[src/rtl/eq_pkg.sv]
// Shared types and timing defaults for the audio-path startup sequencer
// and its I2S presence monitor.
package eq_pkg;

    typedef enum logic [2:0] {
        ST_PWR   = 3'd0,
        ST_CFG   = 3'd1,
        ST_CFGW  = 3'd2,
        ST_LOCK  = 3'd3,
        ST_RUN   = 3'd4,
        ST_FAULT = 3'd5
    } seq_state_t;

    localparam int DEF_PWR_DLY    = 32'sd50000;
    localparam int DEF_CFG_TMO    = 32'sd40000;
    localparam int DEF_MAX_RETRY  = 32'sd3;
    localparam int DEF_LOCK_EDGES = 32'sd8;
    localparam int DEF_MAX_GAP    = 32'sd4096;
    localparam int DEF_AMP_DLY    = 32'sd1024;

    // Width of a counter holding 0..n-1, never narrower than one bit.
    function automatic int cnt_w(input int n);
        return (n <= 32'sd2) ? 32'sd1 : $clog2(n);
    endfunction

    function automatic int max3(input int a, input int b, input int c);
        int m;
        m = (a > b) ? a : b;
        return (m > c) ? m : c;
    endfunction

endpackage

[src/rtl/startup_seq_lr_gap_mon.sv]
// LRCLK presence monitor: rising-edge pulse plus a saturating count of
// clk cycles since the last rising edge.
module lr_gap_mon
    import eq_pkg::*;
#(
    parameter int MAX_GAP = DEF_MAX_GAP
) (
    input  logic clk,
    input  logic rst,
    input  logic lrclk,
    output logic lr_rise,
    output logic gap_exceeded
);

    // The count must be able to hold MAX_GAP itself, since it saturates there.
    localparam int               GAP_W   = cnt_w(MAX_GAP + 32'sd1);
    localparam logic [GAP_W-1:0] GAP_MAX = GAP_W'(MAX_GAP);

    logic             lrclk_q;
    logic [GAP_W-1:0] gap_q;
    logic [GAP_W-1:0] gap_d;

    // Edge detect and next gap count; the limit flag is taken from the next
    // value so consumers react on the same edge the count reaches MAX_GAP.
    always_comb begin
        lr_rise = lrclk & ~lrclk_q;
        if (lr_rise) begin
            gap_d = {GAP_W{1'b0}};
        end else if (gap_q == GAP_MAX) begin
            gap_d = gap_q;
        end else begin
            gap_d = gap_q + GAP_W'(1);
        end
        gap_exceeded = (gap_d == GAP_MAX);
    end

    // Previous lrclk sample and gap counter.
    always_ff @(posedge clk) begin
        if (rst) begin
            lrclk_q <= 1'b0;
            gap_q   <= {GAP_W{1'b0}};
        end else begin
            lrclk_q <= lrclk;
            gap_q   <= gap_d;
        end
    end

endmodule

[src/rtl/startup_seq.sv]
// Audio power-up sequencer: power settle, codec config with retries,
// LRCLK lock, DSP release, amplifier enable, and relock on LRCLK loss.
module startup_seq
    import eq_pkg::*;
#(
    parameter int PWR_DLY    = DEF_PWR_DLY,
    parameter int CFG_TMO    = DEF_CFG_TMO,
    parameter int MAX_RETRY  = DEF_MAX_RETRY,
    parameter int LOCK_EDGES = DEF_LOCK_EDGES,
    parameter int MAX_GAP    = DEF_MAX_GAP,
    parameter int AMP_DLY    = DEF_AMP_DLY
) (
    input  logic       clk,
    input  logic       rst,
    input  logic       lrclk,
    input  logic       cfg_ack,
    input  logic       cfg_err,
    output logic       cfg_req,
    output logic       dsp_rst,
    output logic       amp_en,
    output logic       seq_ready,
    output logic       fault,
    output logic [2:0] state_o
);

    // One timer serves PWR, CFG and RUN; it is cleared on every state change.
    localparam int               TMR_W    = cnt_w(max3(PWR_DLY, CFG_TMO, AMP_DLY));
    localparam int               RTY_W    = cnt_w(MAX_RETRY);
    localparam int               EDG_W    = cnt_w(LOCK_EDGES);
    localparam logic [TMR_W-1:0] PWR_LAST = TMR_W'(PWR_DLY - 32'sd1);
    localparam logic [TMR_W-1:0] CFG_LAST = TMR_W'(CFG_TMO - 32'sd1);
    localparam logic [TMR_W-1:0] AMP_LAST = TMR_W'(AMP_DLY - 32'sd1);
    localparam logic [RTY_W-1:0] RTY_LAST = RTY_W'(MAX_RETRY - 32'sd1);
    localparam logic [EDG_W-1:0] EDG_LAST = EDG_W'(LOCK_EDGES - 32'sd1);

    seq_state_t       state_q, state_d;
    logic [TMR_W-1:0] tmr_q, tmr_d, tmr_n;
    logic [RTY_W-1:0] rty_q, rty_d;
    logic [EDG_W-1:0] edg_q, edg_d, edg_n;
    logic             amp_n, chg;
    logic             cfg_req_q, cfg_req_d;
    logic             dsp_rst_q, dsp_rst_d;
    logic             amp_en_q, amp_en_d;
    logic             seq_ready_q, seq_ready_d;
    logic             fault_q, fault_d;
    logic             lr_rise, gap_exceeded;

    lr_gap_mon #(
        .MAX_GAP (MAX_GAP)
    ) u_gap_mon (
        .clk          (clk),
        .rst          (rst),
        .lrclk        (lrclk),
        .lr_rise      (lr_rise),
        .gap_exceeded (gap_exceeded)
    );

    // Next state, counters and registered-output values.
    always_comb begin
        state_d = state_q;
        tmr_n   = tmr_q;
        rty_d   = rty_q;
        edg_n   = edg_q;
        amp_n   = amp_en_q;
        case (state_q)
            ST_PWR: begin
                if (tmr_q == PWR_LAST) begin
                    state_d = ST_CFG;
                end else begin
                    tmr_n = tmr_q + TMR_W'(1);
                end
            end
            ST_CFG: begin
                // Ack has priority over a simultaneous err or the timeout.
                if (cfg_ack) begin
                    state_d = ST_LOCK;
                    rty_d   = {RTY_W{1'b0}};
                end else if (cfg_err || (tmr_q == CFG_LAST)) begin
                    if (rty_q == RTY_LAST) begin
                        state_d = ST_FAULT;
                    end else begin
                        state_d = ST_CFGW;
                        rty_d   = rty_q + RTY_W'(1);
                    end
                end else begin
                    tmr_n = tmr_q + TMR_W'(1);
                end
            end
            ST_CFGW: begin
                state_d = ST_CFG;
            end
            ST_LOCK: begin
                if (lr_rise) begin
                    if (edg_q == EDG_LAST) begin
                        state_d = ST_RUN;
                    end else begin
                        edg_n = edg_q + EDG_W'(1);
                    end
                end else if (gap_exceeded) begin
                    edg_n = {EDG_W{1'b0}};
                end else begin
                    edg_n = edg_q;
                end
            end
            ST_RUN: begin
                if (gap_exceeded) begin
                    state_d = ST_LOCK;
                end else if (amp_en_q) begin
                    tmr_n = tmr_q;
                end else if (tmr_q == AMP_LAST) begin
                    amp_n = 1'b1;
                end else begin
                    tmr_n = tmr_q + TMR_W'(1);
                end
            end
            ST_FAULT: begin
                state_d = ST_FAULT;
            end
            default: begin
                state_d = ST_PWR;
            end
        endcase

        chg         = (state_d != state_q);
        tmr_d       = chg ? {TMR_W{1'b0}} : tmr_n;
        edg_d       = chg ? {EDG_W{1'b0}} : edg_n;
        amp_en_d    = chg ? 1'b0 : amp_n;
        seq_ready_d = amp_en_d;
        cfg_req_d   = (state_d == ST_CFG);
        dsp_rst_d   = (state_d != ST_RUN);
        fault_d     = (state_d == ST_FAULT);
    end

    // State, counters and output registers.
    always_ff @(posedge clk) begin
        if (rst) begin
            state_q     <= ST_PWR;
            tmr_q       <= {TMR_W{1'b0}};
            rty_q       <= {RTY_W{1'b0}};
            edg_q       <= {EDG_W{1'b0}};
            cfg_req_q   <= 1'b0;
            dsp_rst_q   <= 1'b1;
            amp_en_q    <= 1'b0;
            seq_ready_q <= 1'b0;
            fault_q     <= 1'b0;
        end else begin
            state_q     <= state_d;
            tmr_q       <= tmr_d;
            rty_q       <= rty_d;
            edg_q       <= edg_d;
            cfg_req_q   <= cfg_req_d;
            dsp_rst_q   <= dsp_rst_d;
            amp_en_q    <= amp_en_d;
            seq_ready_q <= seq_ready_d;
            fault_q     <= fault_d;
        end
    end

    assign cfg_req   = cfg_req_q;
    assign dsp_rst   = dsp_rst_q;
    assign amp_en    = amp_en_q;
    assign seq_ready = seq_ready_q;
    assign fault     = fault_q;
    assign state_o   = state_q;

endmodule

[config.mk]
export PLATFORM = sky130hd
export DESIGN_NAME = startup_seq
export DESIGN_NICKNAME = d
export VERILOG_FILES = /design/src/rtl/eq_pkg.sv /design/src/rtl/startup_seq_lr_gap_mon.sv /design/src/rtl/startup_seq.sv
export SDC_FILE = /design/constraint.sdc
export NUM_CORES = 1
export LEC_CHECK = 0
export BUFFER_PORTS_ARGS = -buffer_cell sky130_fd_sc_hd__buf_2
export CAP_MARGIN = 20
export CORE_MARGIN = 2
export CORE_UTILIZATION = 45
export DETAILED_ROUTE_END_ITERATION = 7
export PLACE_DENSITY = 0.68
export SLEW_MARGIN = 20
export SYNTH_ARGS = -nofsm -noshare
export SYNTH_HDL_FRONTEND = slang
export SYNTH_SLANG_ARGS = --single-unit
[constraint.sdc]
create_clock -name clk -period 2.61 [get_ports clk]
set_input_delay 0.522 -clock clk [delete_from_list [all_inputs] [get_ports clk]]
set_output_delay 0.522 -clock clk [all_outputs]
set_load 0.03 [all_outputs]
---- Yosys cells after proc, flatten, opt, wreduce, memory -nomap -nowiden ----
Cells that the tools add are included.
word-level totals
  flip-flop bits (word level) ............. 42
  latch bits .............................. 0
  memory bits (writable) .................. 0
  ROM bits ................................ 0
  output and inout bits ................... 8
  logic and storage cells ................. 76
  memories kept ........................... 0
operators by class
  $add $sub $neg .......................... 4
  multiply operators ...................... 0
  divide/modulo/power cells ............... 0
  $lt $le $gt $ge ......................... 0
  equality and inequality tests ........... 24
  shift-type cells ........................ 0
  muxes and demuxes ....................... 25
  bitwise operators ....................... 3
  reduce and logical (&&, ||, !) cells .... 10
operators with widths
  kind                     count
  $mux W16                 6
  $pmux W16 S3             1
  $eq A16 B16 Y1 const B   2
  $mux W3                  10
  $eq A13 B13 Y1 const B   2
  $mux W13                 2
  $pmux W3 S6              1
  $add A16 B1 Y16 const B  1
  $eq A16 B10 Y1 const B   1
  $ne A2 B2 Y1 const B     8
  $add A13 B1 Y13 const B  1
  $eq A3 B3 Y1 const B     4
  $reduce_and A7 Y1        1
  $eq A3 B1 Y1 const B     2
  $eq A3 B2 Y1 const B     2
  $mux W2                  3
  $reduce_and A3 Y1        2
  $reduce_bool A2 Y1       2
  $add A3 B1 Y3 const B    1
  $logic_not A3 Y1         1
  $ne A3 B3 Y1             1
  $ne A3 B3 Y1 const B     1
  $reduce_bool A3 Y1       1
  $add A2 B1 Y2 const B    1
  7 further kinds          9

---- Longest topological paths before layout ----
  word-level depth ........................ 8
  depth in mapped cells ................... 11
  gate-level depth less buffers ........... 9

---- Hierarchy ----
From an unflattened synthesis, not the netlist that was laid out.
second synthesis, totals
  cells, all modules ...................... 279
  area total of the unflattened synthesis .. 2406.1 um^2
modules (own cells, without submodules)
  module       times used  cells each  area an instance (um^2)  sequential area each (um^2)
  startup_seq  1           180         1535.2                   560.5
  lr_gap_mon   1           99          870.8                    280.3

---- Least setup slack after synthesis ----
No wires, ideal clock.
  kind .................................... register to register
  start point ............................. reg state_q[2] (netlist: state_o[2])
  end point ............................... reg tmr_q[15]
  library setup time ...................... 0.130 ns
  arrival time ............................ 2.291 ns
  data required time ...................... 2.480 ns
  setup slack ............................. 0.189 ns
  stages on the path, launching flop included .. 8
  buffers on the path ..................... 2
  clock period less this slack ............ 2.421 ns
  path through ............................ dfxtp_1 buf_4 and2b_1 a2111oi_2 o21ai_2 buf_6 o41ai_1 a21oi_1
on the way
  word-level cells in the longest chain between the ends .. 5
  elaborated cells between the ends (all ways) .. 24
  those cells by class .................... eq/ne (12); mux (8); reduce/logical (4)
RTL lines
  element                     line                                  source
  start, declared             startup_seq.sv:36                     seq_state_t state_q, state_d;
  start signal, assigned      startup_seq.sv:147                    state_q <= state_d;
  $mux W3 (on tied branches)  startup_seq.sv:94, startup_seq.sv:78
  $mux W3 (on tied branches)  startup_seq.sv:93, startup_seq.sv:75
  $pmux W3 S6                 startup_seq.sv:65                     case (state_q)
  $ne A3 B3 Y1                startup_seq.sv:124                    chg = (state_d != state_q);
  $reduce_or A2 Y1 (no line)  --
  end signal, assigned        startup_seq.sv:138                    tmr_q <= {TMR_W{1'b0}};
  end signal, assigned        startup_seq.sv:148                    tmr_q <= tmr_d;
  end, declared               startup_seq.sv:37                     logic [TMR_W-1:0] tmr_q, tmr_d, tmr_n;
Parallel ways exist; a longest one is shown, timed or not.
A chain may end at the register's enable or synchronous reset.

---- Worst setup path after layout ----
  start point ............................. reg u_gap_mon.gap_q[1]
  end point ............................... reg tmr_q[2]
on the way
  word-level cells in the longest chain between the ends .. 8
  elaborated cells between the ends (all ways) .. 11
  those cells by class .................... add/sub (1); eq/ne (4); mux (4); reduce/logical (2)
RTL lines
  element                                                   line                                                        source
  start, declared                                           startup_seq_lr_gap_mon.sv:20                                logic [GAP_W-1:0] gap_q;
  start signal, assigned                                    startup_seq_lr_gap_mon.sv:41                                gap_q <= {GAP_W{1'b0}};
  start signal, assigned                                    startup_seq_lr_gap_mon.sv:44                                gap_q <= gap_d;
  $add A13 B1 Y13 / $eq A13 B13 Y1 (equally long branches)  startup_seq_lr_gap_mon.sv:32, startup_seq_lr_gap_mon.sv:29
  $mux W13 *                                                startup_seq_lr_gap_mon.sv:29                                end else if (gap_q == GAP_MAX) begin
  $mux W13 *                                                startup_seq_lr_gap_mon.sv:27                                if (lr_rise) begin
  $eq A13 B13 Y1 *                                          startup_seq_lr_gap_mon.sv:34                                gap_exceeded = (gap_d == GAP_MAX);
  $mux W3                                                   startup_seq.sv:106                                          if (gap_exceeded) begin
  $pmux W3 S6                                               startup_seq.sv:65
  $ne A3 B3 Y1                                              startup_seq.sv:124
  $reduce_or A2 Y1 (no line)                                --
Every way passes the cells marked *; elsewhere a longest branch is shown, timed or not.

==> results.md <==
- Clock skew: 12.1 ps
- Min cycle time layout: 2520 ps
- Top cells by area, synth: dfxtp_1, nor2_1, a21oi_1
- Relative slew slack: 0.429
- Pwr dens: 490 nW/um^2
- Cell variety after synth: 59
- Final WS setup: 89.8 ps
- CP Capture Type: flip-flop
- Clk_lat worst skew: 300 ps
- LEAKAGE: 0.993 nW
- DIE WIDTH: 77.3 um
- Mapped Area: 2410 sq um
- CP top delay family: simple AND/OR/NAND/NOR gates
- Post-layout util: 0.533
- Worst-case reg-to-reg path depth: 9
- Hold Crit Class: in2reg
- Placed insts: 359
- Asr flop ratio synth: 0
- Maximum clock path buffer count: 2
- Crit Path Class: reg2reg
- Crit path max-delay cell type: or4_4
- Top-count cell post-synth: dfxtp_1
- DP Wirelength: 3.56 mm
- Placement-stage cell area: 2520 sq um
- Initial DRT Pass Iterations: 4
- DR DRC count: 0
- Area grow syn2layout: 13.4%
- Cell area after layout: 2740 sq um
- Met1 Wirelength: 2.49 mm
- Tcrit/Tclk final: 0.966
- # setup viols final: 0
- Buffers added on ports: 12
- Register area share after synthesis: 0.348
- Buffers plus inverters on the worst setup path: 1
- Top cell type's share of synthesized area: 0.348
- Max_cap viols: 0
- Post-synth net total: 298
- Vias in the first global route: 1845
- CTS Sinks: 42
- Core area: 5140 sq um
- Worst slew pin tran: 848 ps
- Filler cell count: 490
- Crit. Startpoint: u_gap_mon.gap_q[1]
- Reg clk slew, reported paths: 90 ps
- Cells along the critical path: inv_1 -> ha_1 -> nor3b_2 -> nand4_2 -> mux2_4 -> nand4_4 -> nor3_1 -> or4_4 -> o21ba_1
- Post-route insts no fill: 371
- Die Y: 77.3 um
- Max frequency: 0.397 GHz
- Outcome: finished, final reports clean
- Post-synth EDFFs: 0
- Final net count: 311
- Initial Utilization: 0.470
- Top sig layer: met4
- Iteration-0 DRC count of the detailed router: 170
- CTS Buf Count: 5
- H-tree levels: 2
- Startpoint types: flip-flop
- Worst Hold Path Cells: 2
- Congestion Overflow GR: 0
- Main synth FF type: dfxtp_1
- Reg2reg start: u_gap_mon.gap_q[1]
- Synth top cells by count: dfxtp_1, nor2_1, a21oi_1
- Reg-to-reg endpoint: tmr_q[2]
- Avg WL per Cell: 13.8 um
- Final ANT Viol Nets: 0
- Hold path endpoint: u_gap_mon.lrclk_q
- Clk root buf: clkbuf_8
- Met3 WL post-DR: 198 um
- Final Max Slew Viols: 0
- Total track usage: 0.175
- Ports: 13
- Rows: 26
- Syn Inst Count: 287
- Max IR drop VDD: 287 uV
- Worst path required time: 2850 ps
- First-pass GRT wire length: 8.54 mm
- Total power draw: 1.34 mW
- Worst-path fanout max: 20
- Critical Path AT: 2760 ps
- Yosys top cell by area: dfxtp_1
- Hold buffers post-CTS: 0
- Initial antenna violation count: 0
- Final hold viol count: 0
- Pre-CTS WS: 31.7 ps
- N_diodes: 0
- Pin count of the biggest net entering global routing: 21
- Final WL: 5.10 mm
- Synth Register Bits: 42
- GPL Wtd Cong: 0.820
- Synth Warn #: 0
- Met2 wire length: 2.29 mm
- Total die area: 5970 sq um
- Max incr delay on CP: 660 ps
- Post-DR vias/cell: 5.72
- Syn avg cell area: 8.41 sq um
- Hold WS: 463 ps
- CTS tree: yes
- Setup total negative slack: 0 ps
- Reg2reg setup slack: 90 ps
- Vias after detailed routing: 2123
- Share of cells above drive strength 1: 0.176
- HP Start: lrclk
[sequential cells by signal (all words and copies together) (netlist names)]
register,cells
tmr_q,16
u_gap_mon.gap_q,13
edg_q,3
state_o,3
rty_q,2
cfg_req,1
dsp_rst,1
fault,1
seq_ready,1
u_gap_mon.lrclk_q,1
[layer usage]
metal	GRT usage	vias to the layer above
met2	0.267	50
met3	0.0459	15
met5	0	-
li1	-	1069
met4	0.0625	0
met1	0.238	989
[cells in the final DEF, fill, tap and decap left out, types with 3 or more instances in the layout]
cell type / n
nor3_1: 9
and3_1: 7
nand3_1: 16
nor2b_1: 4
a31oi_1: 6
ha_1: 6
xor2_1: 8
o31ai_1: 3
nand2b_1: 4
nand4_1: 7
or2_2: 3
buf_4: 9
inv_1: 8
o21ai_0: 13
clkbuf_8: 5
xnor2_1: 7
or4_1: 4
mux2i_1: 4
a21oi_1: 19
nand2_1: 18
or3_1: 9
nor2_1: 30
buf_2: 12
dfxtp_1: 40
nor4_1: 4
[timing repair]
item	CTS	global route
gates resized for setup	0	8
setup endpoints to repair	0	17
setup buffers	0	4
[cell families (layout without fill, tap and decap cells)]
logic type	after synthesis	in the layout	synth area share
buffers and inverters	24	38	0.0497
flip-flops	42	42	0.348
XOR/XNOR	15	15	0.0544
AO/OA/AOI/OAI	61	61	0.175
multiplexers	5	5	0.0228
AND/OR/NAND/NOR	134	134	0.319
adder cells (fa/ha/maj)	6	6	0.0311
[area by class of cell]
type	instances	area (sq um)	share of cell area
well taps	70	87.6	0.0320
multi-input cells	221	1490	0.545
clock buffers	5	68.8	0.0251
inverters	8	30.0	0.0110
flip-flops and latches	42	843	0.308
clock inverters	3	68.8	0.0251
repair buffers	22	148	0.0539
[power by group]
| part | total, mW | leakage, nW | internal (mW) | switching [mW] |
|---|---|---|---|---|
| Combinational | 0.0586 | 0.584 | 0.0232 | 0.0354 |
| Clock | 0.625 | 0.0683 | 0.383 | 0.241 |
| Sequential | 0.658 | 0.340 | 0.648 | 0.00957 |
| Total | 1.34 | 0.993 | 1.05 | 0.286 |
[worst max-delay path by stage]
stage                endpoint  slack (ps)  cells past startpoint
global route        tmr_q[14]         -40                      9
detailed placement   tmr_q[1]          30                      9
CTS                  tmr_q[1]          10                      9
floorplan           tmr_q[15]         190                      7
finish               tmr_q[2]          90                      9
global placement     tmr_q[9]         100                      9
Power figures use the tool's default switching activity.
